File: src/rtl/regfile_param_if.sv
// ---------------------------------------------------------------------------
// regfile_param_if
// Access bus of the regfile_param register bank.
//   master : the client driving clear, write and read requests
//   slave  : the register bank returning read data and status
// Signals:
//   sync_clr              synchronous clear of entries, valid flags, addr_err
//   wr_en/wr_addr/wr_data/wr_strb   write request with byte-lane strobes
//   rd_en_a/rd_addr_a/rd_data_a     read port A (registered data)
//   rd_en_b/rd_addr_b/rd_data_b     read port B (registered data)
//   entry_valid           per-entry "written since reset/clear" flags
//   addr_err              sticky out-of-range access flag
// ---------------------------------------------------------------------------
interface regfile_param_if #(
   parameter int WIDTH = 8,
   parameter int DEPTH = 8
);
   localparam int AW = (DEPTH > 1) ? $clog2(DEPTH) : 1;
   localparam int NB = WIDTH / 8;

   logic             sync_clr;
   logic             wr_en;
   logic [AW-1:0]    wr_addr;
   logic [WIDTH-1:0] wr_data;
   logic [NB-1:0]    wr_strb;
   logic             rd_en_a;
   logic [AW-1:0]    rd_addr_a;
   logic [WIDTH-1:0] rd_data_a;
   logic             rd_en_b;
   logic [AW-1:0]    rd_addr_b;
   logic [WIDTH-1:0] rd_data_b;
   logic [DEPTH-1:0] entry_valid;
   logic             addr_err;

   modport master (
      output sync_clr, wr_en, wr_addr, wr_data, wr_strb,
      output rd_en_a, rd_addr_a, rd_en_b, rd_addr_b,
      input  rd_data_a, rd_data_b, entry_valid, addr_err
   );

   modport slave (
      input  sync_clr, wr_en, wr_addr, wr_data, wr_strb,
      input  rd_en_a, rd_addr_a, rd_en_b, rd_addr_b,
      output rd_data_a, rd_data_b, entry_valid, addr_err
   );
endinterface

File: src/rtl/regfile_param.sv
// ---------------------------------------------------------------------------
// regfile_param
// DEPTH x WIDTH register bank with byte-lane write strobes, two independent
// registered read ports, optional write-to-read bypass, per-entry valid flags
// and a sticky out-of-range access flag.
// Ports:
//   clk        system clock, rising edge
//   async_rst  asynchronous active-high reset
//   bus        regfile_param_if slave modport (requests in, data/status out)
// ---------------------------------------------------------------------------
module regfile_param #(
   parameter int               WIDTH     = 8,
   parameter int               DEPTH     = 8,
   parameter bit               BYPASS    = 1'b1,
   parameter logic [WIDTH-1:0] RESET_VAL = {WIDTH{1'b0}}
) (
   input logic           clk,
   input logic           async_rst,
   regfile_param_if.slave bus
);
   localparam int AW   = (DEPTH > 1) ? $clog2(DEPTH) : 1;
   localparam int NB   = WIDTH / 8;
   localparam bit FULL = (DEPTH == (1 << AW));

   // Replace strobed byte lanes of old_v with the matching lanes of new_v.
   function automatic logic [WIDTH-1:0] merge_lanes(input logic [WIDTH-1:0] old_v,
                                                    input logic [WIDTH-1:0] new_v,
                                                    input logic [NB-1:0]    strb);
      logic [WIDTH-1:0] res;
      res = old_v;
      for (int i = 0; i < NB; i++) begin
         res[8*i +: 8] = strb[i] ? new_v[8*i +: 8] : old_v[8*i +: 8];
      end
      return res;
   endfunction

   logic [WIDTH-1:0] mem_q [DEPTH];
   logic [WIDTH-1:0] mem_d [DEPTH];
   logic [WIDTH-1:0] rd_a_q, rd_a_d;
   logic [WIDTH-1:0] rd_b_q, rd_b_d;
   logic [DEPTH-1:0] valid_q, valid_d;
   logic             err_q, err_d;

   logic             wr_in_range_s, rd_a_in_range_s, rd_b_in_range_s;
   logic             wr_ok_s;
   logic [WIDTH-1:0] mem_w_s, mem_a_s, mem_b_s, wr_merged_s;

   // Address range checks only matter when DEPTH leaves unused address codes.
   generate
      if (FULL) begin : g_full
         assign wr_in_range_s   = 1'b1;
         assign rd_a_in_range_s = 1'b1;
         assign rd_b_in_range_s = 1'b1;
      end else begin : g_part
         localparam logic [AW:0] DEPTH_C = (AW+1)'(DEPTH);
         assign wr_in_range_s   = ({1'b0, bus.wr_addr}   < DEPTH_C);
         assign rd_a_in_range_s = ({1'b0, bus.rd_addr_a} < DEPTH_C);
         assign rd_b_in_range_s = ({1'b0, bus.rd_addr_b} < DEPTH_C);
      end
   endgenerate

   // A write only lands when in range and not overridden by a clear.
   assign wr_ok_s = bus.wr_en & ~bus.sync_clr & wr_in_range_s;

   // Storage read muxes for the write target and both read ports.
   always_comb begin
      mem_w_s = {WIDTH{1'b0}};
      mem_a_s = {WIDTH{1'b0}};
      mem_b_s = {WIDTH{1'b0}};
      for (int n = 0; n < DEPTH; n++) begin
         mem_w_s = (bus.wr_addr   == AW'(n)) ? mem_q[n] : mem_w_s;
         mem_a_s = (bus.rd_addr_a == AW'(n)) ? mem_q[n] : mem_a_s;
         mem_b_s = (bus.rd_addr_b == AW'(n)) ? mem_q[n] : mem_b_s;
      end
      wr_merged_s = merge_lanes(mem_w_s, bus.wr_data, bus.wr_strb);
   end

   // Next read data: hold when idle, zero when out of range, merged on bypass.
   always_comb begin
      rd_a_d = rd_a_q;
      rd_b_d = rd_b_q;
      if (!bus.rd_en_a) begin
         rd_a_d = rd_a_q;
      end else if (!rd_a_in_range_s) begin
         rd_a_d = {WIDTH{1'b0}};
      end else if (BYPASS && wr_ok_s && (bus.wr_addr == bus.rd_addr_a)) begin
         rd_a_d = wr_merged_s;
      end else begin
         rd_a_d = mem_a_s;
      end
      if (!bus.rd_en_b) begin
         rd_b_d = rd_b_q;
      end else if (!rd_b_in_range_s) begin
         rd_b_d = {WIDTH{1'b0}};
      end else if (BYPASS && wr_ok_s && (bus.wr_addr == bus.rd_addr_b)) begin
         rd_b_d = wr_merged_s;
      end else begin
         rd_b_d = mem_b_s;
      end
   end

   // Next storage, valid flags and sticky error; clear outranks any write.
   always_comb begin
      for (int n = 0; n < DEPTH; n++) begin
         mem_d[n]   = mem_q[n];
         valid_d[n] = valid_q[n];
         if (bus.sync_clr) begin
            mem_d[n]   = RESET_VAL;
            valid_d[n] = 1'b0;
         end else if (wr_ok_s && (bus.wr_addr == AW'(n))) begin
            mem_d[n]   = wr_merged_s;
            valid_d[n] = 1'b1;
         end else begin
            mem_d[n]   = mem_q[n];
            valid_d[n] = valid_q[n];
         end
      end
      if (bus.sync_clr) begin
         err_d = 1'b0;
      end else begin
         err_d = err_q
               | (bus.wr_en   & ~wr_in_range_s)
               | (bus.rd_en_a & ~rd_a_in_range_s)
               | (bus.rd_en_b & ~rd_b_in_range_s);
      end
   end

   // State registers with asynchronous reset.
   always_ff @(posedge clk or posedge async_rst) begin
      if (async_rst) begin
         for (int n = 0; n < DEPTH; n++) begin
            mem_q[n] <= RESET_VAL;
         end
         rd_a_q  <= {WIDTH{1'b0}};
         rd_b_q  <= {WIDTH{1'b0}};
         valid_q <= {DEPTH{1'b0}};
         err_q   <= 1'b0;
      end else begin
         for (int n = 0; n < DEPTH; n++) begin
            mem_q[n] <= mem_d[n];
         end
         rd_a_q  <= rd_a_d;
         rd_b_q  <= rd_b_d;
         valid_q <= valid_d;
         err_q   <= err_d;
      end
   end

   assign bus.rd_data_a   = rd_a_q;
   assign bus.rd_data_b   = rd_b_q;
   assign bus.entry_valid = valid_q;
   assign bus.addr_err    = err_q;
endmodule
File: src/flat_wrapper.sv
// flat-port wrapper written by rule: the top's interface ports become plain ports
module regfile_param_flat 
#(
   parameter int               WIDTH     = 8,
   parameter int               DEPTH     = 8,
   parameter bit               BYPASS    = 1'b1,
   parameter logic [WIDTH-1:0] RESET_VAL = {WIDTH{1'b0}}
)
  (clk, async_rst, bus_sync_clr, bus_wr_en, bus_wr_addr, bus_wr_data, bus_wr_strb, bus_rd_en_a, bus_rd_addr_a, bus_rd_en_b, bus_rd_addr_b, bus_rd_data_a, bus_rd_data_b, bus_entry_valid, bus_addr_err);
  regfile_param_if #(.WIDTH(WIDTH), .DEPTH(DEPTH)) bus_i ();
  input logic clk;
  input logic async_rst;
  input wire logic [$bits(bus_i.sync_clr)-1:0] bus_sync_clr;
  input wire logic [$bits(bus_i.wr_en)-1:0] bus_wr_en;
  input wire logic [$bits(bus_i.wr_addr)-1:0] bus_wr_addr;
  input wire logic [$bits(bus_i.wr_data)-1:0] bus_wr_data;
  input wire logic [$bits(bus_i.wr_strb)-1:0] bus_wr_strb;
  input wire logic [$bits(bus_i.rd_en_a)-1:0] bus_rd_en_a;
  input wire logic [$bits(bus_i.rd_addr_a)-1:0] bus_rd_addr_a;
  input wire logic [$bits(bus_i.rd_en_b)-1:0] bus_rd_en_b;
  input wire logic [$bits(bus_i.rd_addr_b)-1:0] bus_rd_addr_b;
  output wire logic [$bits(bus_i.rd_data_a)-1:0] bus_rd_data_a;
  output wire logic [$bits(bus_i.rd_data_b)-1:0] bus_rd_data_b;
  output wire logic [$bits(bus_i.entry_valid)-1:0] bus_entry_valid;
  output wire logic [$bits(bus_i.addr_err)-1:0] bus_addr_err;
  assign bus_i.sync_clr = bus_sync_clr;
  assign bus_i.wr_en = bus_wr_en;
  assign bus_i.wr_addr = bus_wr_addr;
  assign bus_i.wr_data = bus_wr_data;
  assign bus_i.wr_strb = bus_wr_strb;
  assign bus_i.rd_en_a = bus_rd_en_a;
  assign bus_i.rd_addr_a = bus_rd_addr_a;
  assign bus_i.rd_en_b = bus_rd_en_b;
  assign bus_i.rd_addr_b = bus_rd_addr_b;
  assign bus_rd_data_a = bus_i.rd_data_a;
  assign bus_rd_data_b = bus_i.rd_data_b;
  assign bus_entry_valid = bus_i.entry_valid;
  assign bus_addr_err = bus_i.addr_err;
  regfile_param #(.WIDTH(WIDTH), .DEPTH(DEPTH), .BYPASS(BYPASS), .RESET_VAL(RESET_VAL)) u_core (.clk(clk), .async_rst(async_rst), .bus(bus_i));
endmodule
File: config.mk
export PLATFORM = sky130hd
export DESIGN_NAME = regfile_param_flat
export DESIGN_NICKNAME = d
export VERILOG_FILES = /design/src/rtl/regfile_param_if.sv /design/src/rtl/regfile_param.sv /design/src/flat_wrapper.sv
export SDC_FILE = /design/constraint.sdc
export NUM_CORES = 1
export LEC_CHECK = 0
export CAP_MARGIN = 10
export CORE_AREA = 2 2 164 86
export CTS_BUF_LIST = sky130_fd_sc_hd__clkbuf_4 sky130_fd_sc_hd__clkbuf_8
export CTS_CLUSTER_SIZE = 30
export DETAILED_ROUTE_END_ITERATION = 7
export DIE_AREA = 0 0 166 88
export DONT_BUFFER_PORTS = 1
export MAX_ROUTING_LAYER = met4
export PLACE_DENSITY_LB_ADDON = 0.15
export SLEW_MARGIN = 20
export SYNTH_ARGS = -nofsm -noshare
export SYNTH_HDL_FRONTEND = slang
export SYNTH_SLANG_ARGS = --single-unit
File: constraint.sdc
create_clock -name clk -period 3 [get_ports clk]
set_clock_uncertainty 0.1 [all_clocks]
set_input_delay 0.3 -clock clk [delete_from_list [all_inputs] [get_ports clk]]
set_output_delay 0.3 -clock clk [all_outputs]
set_load 0.05 [all_outputs]
# Word-level counts from Yosys, hierarchy flattened
# Cells that the tools add are included.
[word_totals]
output_inout_bits = 25
in_bits = 24
ff_bits = 88
word_cells = 123
[op_classes]
reduce_logical = 21
n_eq_ne = 23
mux = 59
bitwise = 2
[ops]
columns = ["op", "n"]
rows = [
  ["two-way mux 8 bit", 43],
  ["== test 3 bit, second input constant", 12],
  ["== test 3 x 2 -> 1 bit, second input constant", 6],
  ["two-way mux 1 bit", 16],
  ["nonzero test 2 bit", 8],
  ["logical AND 1 bit", 10],
  ["== test 3 x 1 -> 1 bit, second input constant", 3],
  ["logical NOT 3 bit", 3],
  ["== test 3 bit", 2],
  ["AND 1 bit", 1],
  ["inverter 1 bit", 1],
]

# Longest topological paths before layout
[depth]
word_depth = 12
mapped_depth = 8

# Least setup slack after synthesis
# OpenSTA, ideal clock, no wires.
[synth_path]
path_kind = "input-to-reg"
start = "in bus_rd_addr_a[0]"
end = "reg u_core.rd_a_q[1] (netlist: u_core.bus.rd_data_a[1])"
t_required_ps = 2762
path_slack_ps = 1266
stages = 7
t_arrival_ps = 1496
n_path_buf = 2
path_cell_list = "buf_2 buf_4 mux2_2 a221oi_1 o2111ai_1 o21ai_1 a21oi_1"
[synth_via]
elab_chain_len = 10
[synth_rtl]
columns = ["element", "line", "source"]
rows = [
  ["from (decl)", "flat_wrapper.sv:19", "input wire logic [$bits(bus_i.rd_addr_a)-1:0] bus_rd_addr_a;"],
  ["logical NOT 3 bit", "regfile_param.sv:72", "mem_a_s = (bus.rd_addr_a == AW'(n)) ? mem_q[n] : mem_a_s;"],
  ["two-way mux 8 bit (8 in a row)", "regfile_param.sv:72", ""],
  ["two-way mux 8 bit (*)", "regfile_param.sv:86", "end else if (BYPASS && wr_ok_s && (bus.wr_addr == bus.rd_addr_a)) begin"],
  ["to (signal assigned)", "regfile_param.sv:134", "rd_a_q <= {WIDTH{1'b0}};"],
  ["to (signal assigned)", "regfile_param.sv:142", "rd_a_q <= rd_a_d;"],
  ["to (decl)", "regfile_param.sv:39", "logic [WIDTH-1:0] rd_a_q, rd_a_d;"],
]
# Mark *: on every way between the ends. The rest lies on a longest branch, timed or not.
# A chain may end at the register's enable or synchronous reset.

# Final worst setup path
[layout_path]
start = "reg u_core.mem_q[7] (netlist name)"
end = "reg u_core.rd_b_q[7] (netlist: u_core.bus.rd_data_b[7])"
[layout_via]
elab_chain_len = 3
[layout_rtl]
columns = ["element", "line", "source"]
rows = [
  ["from (decl)", "regfile_param.sv:37", "logic [WIDTH-1:0] mem_q [DEPTH];"],
  ["from (signal, indexed assignment)", "regfile_param.sv:140", "mem_q[n] <= mem_d[n];"],
  ["two-way mux 8 bit", "regfile_param.sv:71", "mem_w_s = (bus.wr_addr == AW'(n)) ? mem_q[n] : mem_w_s;"],
  ["two-way mux 8 bit", "regfile_param.sv:32", "res[8*i +: 8] = strb[i] ? new_v[8*i +: 8] : old_v[8*i +: 8];"],
  ["two-way mux 8 bit (*)", "regfile_param.sv:95", "end else if (BYPASS && wr_ok_s && (bus.wr_addr == bus.rd_addr_b)) begin"],
  ["to (signal assigned)", "regfile_param.sv:135", "rd_b_q <= {WIDTH{1'b0}};"],
  ["to (signal assigned)", "regfile_param.sv:143", "rd_b_q <= rd_b_d;"],
  ["to (decl)", "regfile_param.sv:40", "logic [WIDTH-1:0] rd_b_q, rd_b_d;"],
]
# Marks and branches as above.

==> results.md <==
- Of the post-synthesis cell area, the dominant cell type holds ~39%.
- During synthesis, Yosys emitted a total of 0 warnings.
- The synthesis-to-layout area growth is 4.29%.
- The floorplan die area is approximately 0.015 mm^2.
- The post-synth design cell area is 0.00569 mm^2.
- The portion of total power attributed to sequential cells is 52.2%.
- The depth of the worst register-to-register path is 5.
- The commonest cells after synthesis are dfrtp_1, nand3b_1, mux2_2, o21ai_1, o21ai_0.
- Clock-pin slew was measured on the worst setup and hold paths at approximately 0.10 ns.
- The maximum number of pins on one net before global-route repair is 56.
- Combinational cells account for between 10 and 15% of the total power.
- The number of vias after detailed routing is 4,903.
- The floorplan step set the die width to roughly 170 um.
- The number of cells traversed by the worst hold path is 1.
- The setup violation total in the final timing report is 0.
- The wire length of the first global-routing pass is 31,200 um.
- The maximum count of clock buffers along a single path is 2.
- The initial antenna violation count was 0.
- After synthesis, the mean cell area works out to between 9 and 10 um^2.
- Dividing the detail-routed wire length by the instance count gives 27.8 um.
- After clock tree synthesis, the setup repair step added 0 buffers.
- The internal power is between 1.5 and 2 mW.
- The endpoint of the worst hold path is u_core.bus.rd_data_a[3]$_DFFE_PP0P_.
- For this run, the leading register cell type out of synthesis is dfrtp_1.
- The synthesized design spends more area on one cell type than any other, namely dfrtp_1.
- The launching point of the worst reg2reg path is u_core.mem_q[7]$_DFFE_PP0P_.
- The clock network burns between 30% and 40% of the power.
- Dividing the detail-routed via count by the number of cells gives approximately 6.7.
- The hold violation count in the final report came to 0.
- After technology mapping, the gate count stands at 583.
- Once routing completed, OpenROAD measured the worst setup slack at between 0.8 and 0.9 ns.
- The total core area is around 0.013 mm^2.
- Max-cap violations in this run came to 0.
- For the worst setup path, the data required time is between 3 and 4 ns.
- By instance count, the leading cell after synthesis is dfrtp_1.
- The endpoint identified for the worst register-to-register timing path is u_core.bus.rd_data_b[7]$_DFFE_PP0P_.
- The leakage power figure is roughly 2.4 nW.
- The startpoint identified for the worst hold timing path is bus_rd_en_a.
- The CTS H-tree depth is 3.
- The critical path in this run is classified as flop to flop.
- Headroom to the max-slew limit came out at about half.
- Port buffering added 0 buffers.
- The synthesized design contains 0 enable-type register cells.
- The TritonCTS sink count is 88.
- The fraction of the yosys area taken by sequential cells is 38.7%.
- The clock root buffer is clkbuf_8.
- The number of top-level design ports is between 40 and 50.
- Yosys mapped the design onto 65 distinct sky130hd cell types.
- The largest voltage drop on the vdd net is approximately 0.24 mV.
- The flow ran to the end, and the final reports show no timing, DRC or antenna violations.
- For this design the total switching power over the nets is ~850 uW.
- At the pin with the least slew margin, the transition time is between 0.7 and 0.8 ns.
- The congestion estimate from routability-driven global placement came to 0.946.
- The total power draw is 2.64 mW.
- The total overflow reported by the global router is 0.
- The pre-antenna-repair detailed-routing pass consisted of 6 iterations.
- At the placement stage, the worst setup path has a slack of between 0.8 and 0.9 ns.
- Yosys attributes the largest share of cell area to dfrtp_1, mux2_2, nand3b_1.
- In this run the worst path has a maximum fanout of 10.
- The total routing usage reported by global routing is roughly 30%.
- STA classifies the critical path startpoint as a flop.
- For this configuration, the core starts out at a cell density of around 43%.
- The final layout net count is a little under 600.
- In this run the power density over the cells is ~450 mW/mm^2.
- The worst hold slack is 0.0125 ns.
- The total wire length is 20,400 um.
- In this run the remaining antenna-violating nets after routing total 0.
- Cells with a size suffix above 1 make up about 14% of the layout.
- The register bit total from synthesis is 88.
- The number of violations reported at the end of detailed-routing iteration 0 is 588.
- Buffers inserted during clock tree synthesis total 9.
- Once layout is complete, the utilization of the core stands at approximately 45%.
- The routed design could run at a clock period as short as between 2 and 2.5 ns.
- In this run the worst hold path is classified as primary input to flop.
- Counting flops with an async set or reset pin after synthesis yields a share of 100%.
- Clock latency on the worst-skew pair, taken at its later pin, is roughly 0.38 ns.
- Net switching is between 30% and 40% of the power.
- For the worst setup path, the data arrival time is about 2.3 ns.
- The via count of the first global-routing pass came to approximately 4,700.
- The final count of pins violating max slew is 0.
- The die is around 90 um tall.
- The synthesized net count is 607.
- The number of rows created at floorplan is 30.
- The number of remaining DRC errors is 0.
- The flop-to-flop setup slack is approximately 0.84 ns.
- Setup total negative slack on the finished layout was measured at 0 ns.
- The placed wire-length estimate is between 10,000 and 15,000 um.
- After layout, the worst path uses between 70% and 80% of the clock period.
- The maximum frequency from static timing analysis is between 400 and 500 MHz.
- TritonCTS built the clock tree.
- The worst setup path is captured at a flop.
- Setup repair after global routing left no endpoint under its margin.
- The repair_antennas step left the layout with diodes totalling 0.
## power by group through the flow
stage	Sequential, mW	Combinational (mW)	Clock [mW]
after floorplan	1.38	0.312	0
after global placement	1.40	0.327	0
after detailed placement	1.40	0.332	0
after CTS	1.38	0.351	0.923
after global routing	1.39	0.386	0.976
final	1.38	0.359	0.904
## layer usage
layer  wire [um]  global-route usage, %
met5           0                      -
met4         149                   4.82
met3        3130                   14.1
met2        7270                   35.6
met1        9850                   44.1
## how the worst max path moves through the flow
| stage | slack, ns | from | end |
|---|---|---|---|
| 4_1_cts | 0.85 | u_core.mem_q[7]$_DFFE_PP0P_ | u_core.bus.rd_data_b[7]$_DFFE_PP0P_ |
| 2_1_floorplan | 0.32 | async_rst | u_core.bus.entry_valid[0]$_DFFE_PP0P_ |
| 3_3_place_gp | 0.89 | u_core.mem_q[7]$_DFFE_PP0P_ | u_core.bus.rd_data_b[7]$_DFFE_PP0P_ |
| 3_5_place_dp | 0.88 | u_core.mem_q[7]$_DFFE_PP0P_ | u_core.bus.rd_data_b[7]$_DFFE_PP0P_ |
| 5_1_grt | 0.72 | u_core.mem_q[7]$_DFFE_PP0P_ | u_core.bus.rd_data_b[7]$_DFFE_PP0P_ |
| 6_report | 0.84 | u_core.mem_q[7]$_DFFE_PP0P_ | u_core.bus.rd_data_b[7]$_DFFE_PP0P_ |
## critical path: stages (launching register included)
cell and delay [ns]:
dfrtp_1 0.46, mux4_2 0.50, nand2b_1 0.17, a22oi_2 0.50, nand2_1 0.12, a31o_1 0.22
## area by class of cell
| class | count | area [um^2] |
|---|---|---|
| fill | 1273 | 7240 |
| multi-input combinational | 417 | 3100 |
| sequential | 88 | 2200 |
| tap | 176 | 220 |
| clock buffer | 10 | 138 |
| inverter | 31 | 118 |
| timing repair buffer | 7 | 87.6 |
| clock inverter | 6 | 72.6 |
## sequential cells by signal (all words and copies together), names as in the netlist
name                    flops
u_core.bus.rd_data_b        8
u_core.bus.rd_data_a        8
u_core.bus.entry_valid      8
u_core.mem_q               64
## cell families after synthesis
family	count (synthesis)	synth area share [%]
XOR/XNOR	6	1.06
other	1	0.0659
flip-flops	88	38.7
multiplexers	72	14.6
buffers and inverters	78	6.88
AND/OR/NAND/NOR	156	16.5
AO/OA/AOI/OAI	182	22.1
## cells in the final DEF, fill, tap and decap left out, types with 7 or more instances in the layout
master / synthesis / routed
o21ai_0: 33 / 33
inv_1: 31 / 30
a21oi_1: 20 / 20
mux2_2: 37 / 37
nand3b_1: 50 / 50
dfrtp_1: 88 / 88
o221ai_1: 9 / 9
nand2_1: 29 / 29
a221oi_1: 18 / 18
o21ai_1: 37 / 37
clkbuf_8: 0 / 10
a221o_1: 7 / 7
nor2b_1: 24 / 24
nor2_1: 21 / 21
mux2i_1: 28 / 28
a22oi_1: 7 / 7
## through the flow
stage	cell area, um^2	std cells
after detailed placement	5660	714
after global placement	5660	714
after CTS	5930	735
after floorplan	5690	583
final	5930	735
after global routing	5930	735
## timing repair
action,in CTS,in global routing
hold buffers,5,0
resized for setup,0,0
endpoints found under the hold margin,129,0
Note: power is estimated with default switching activity, not from simulation.
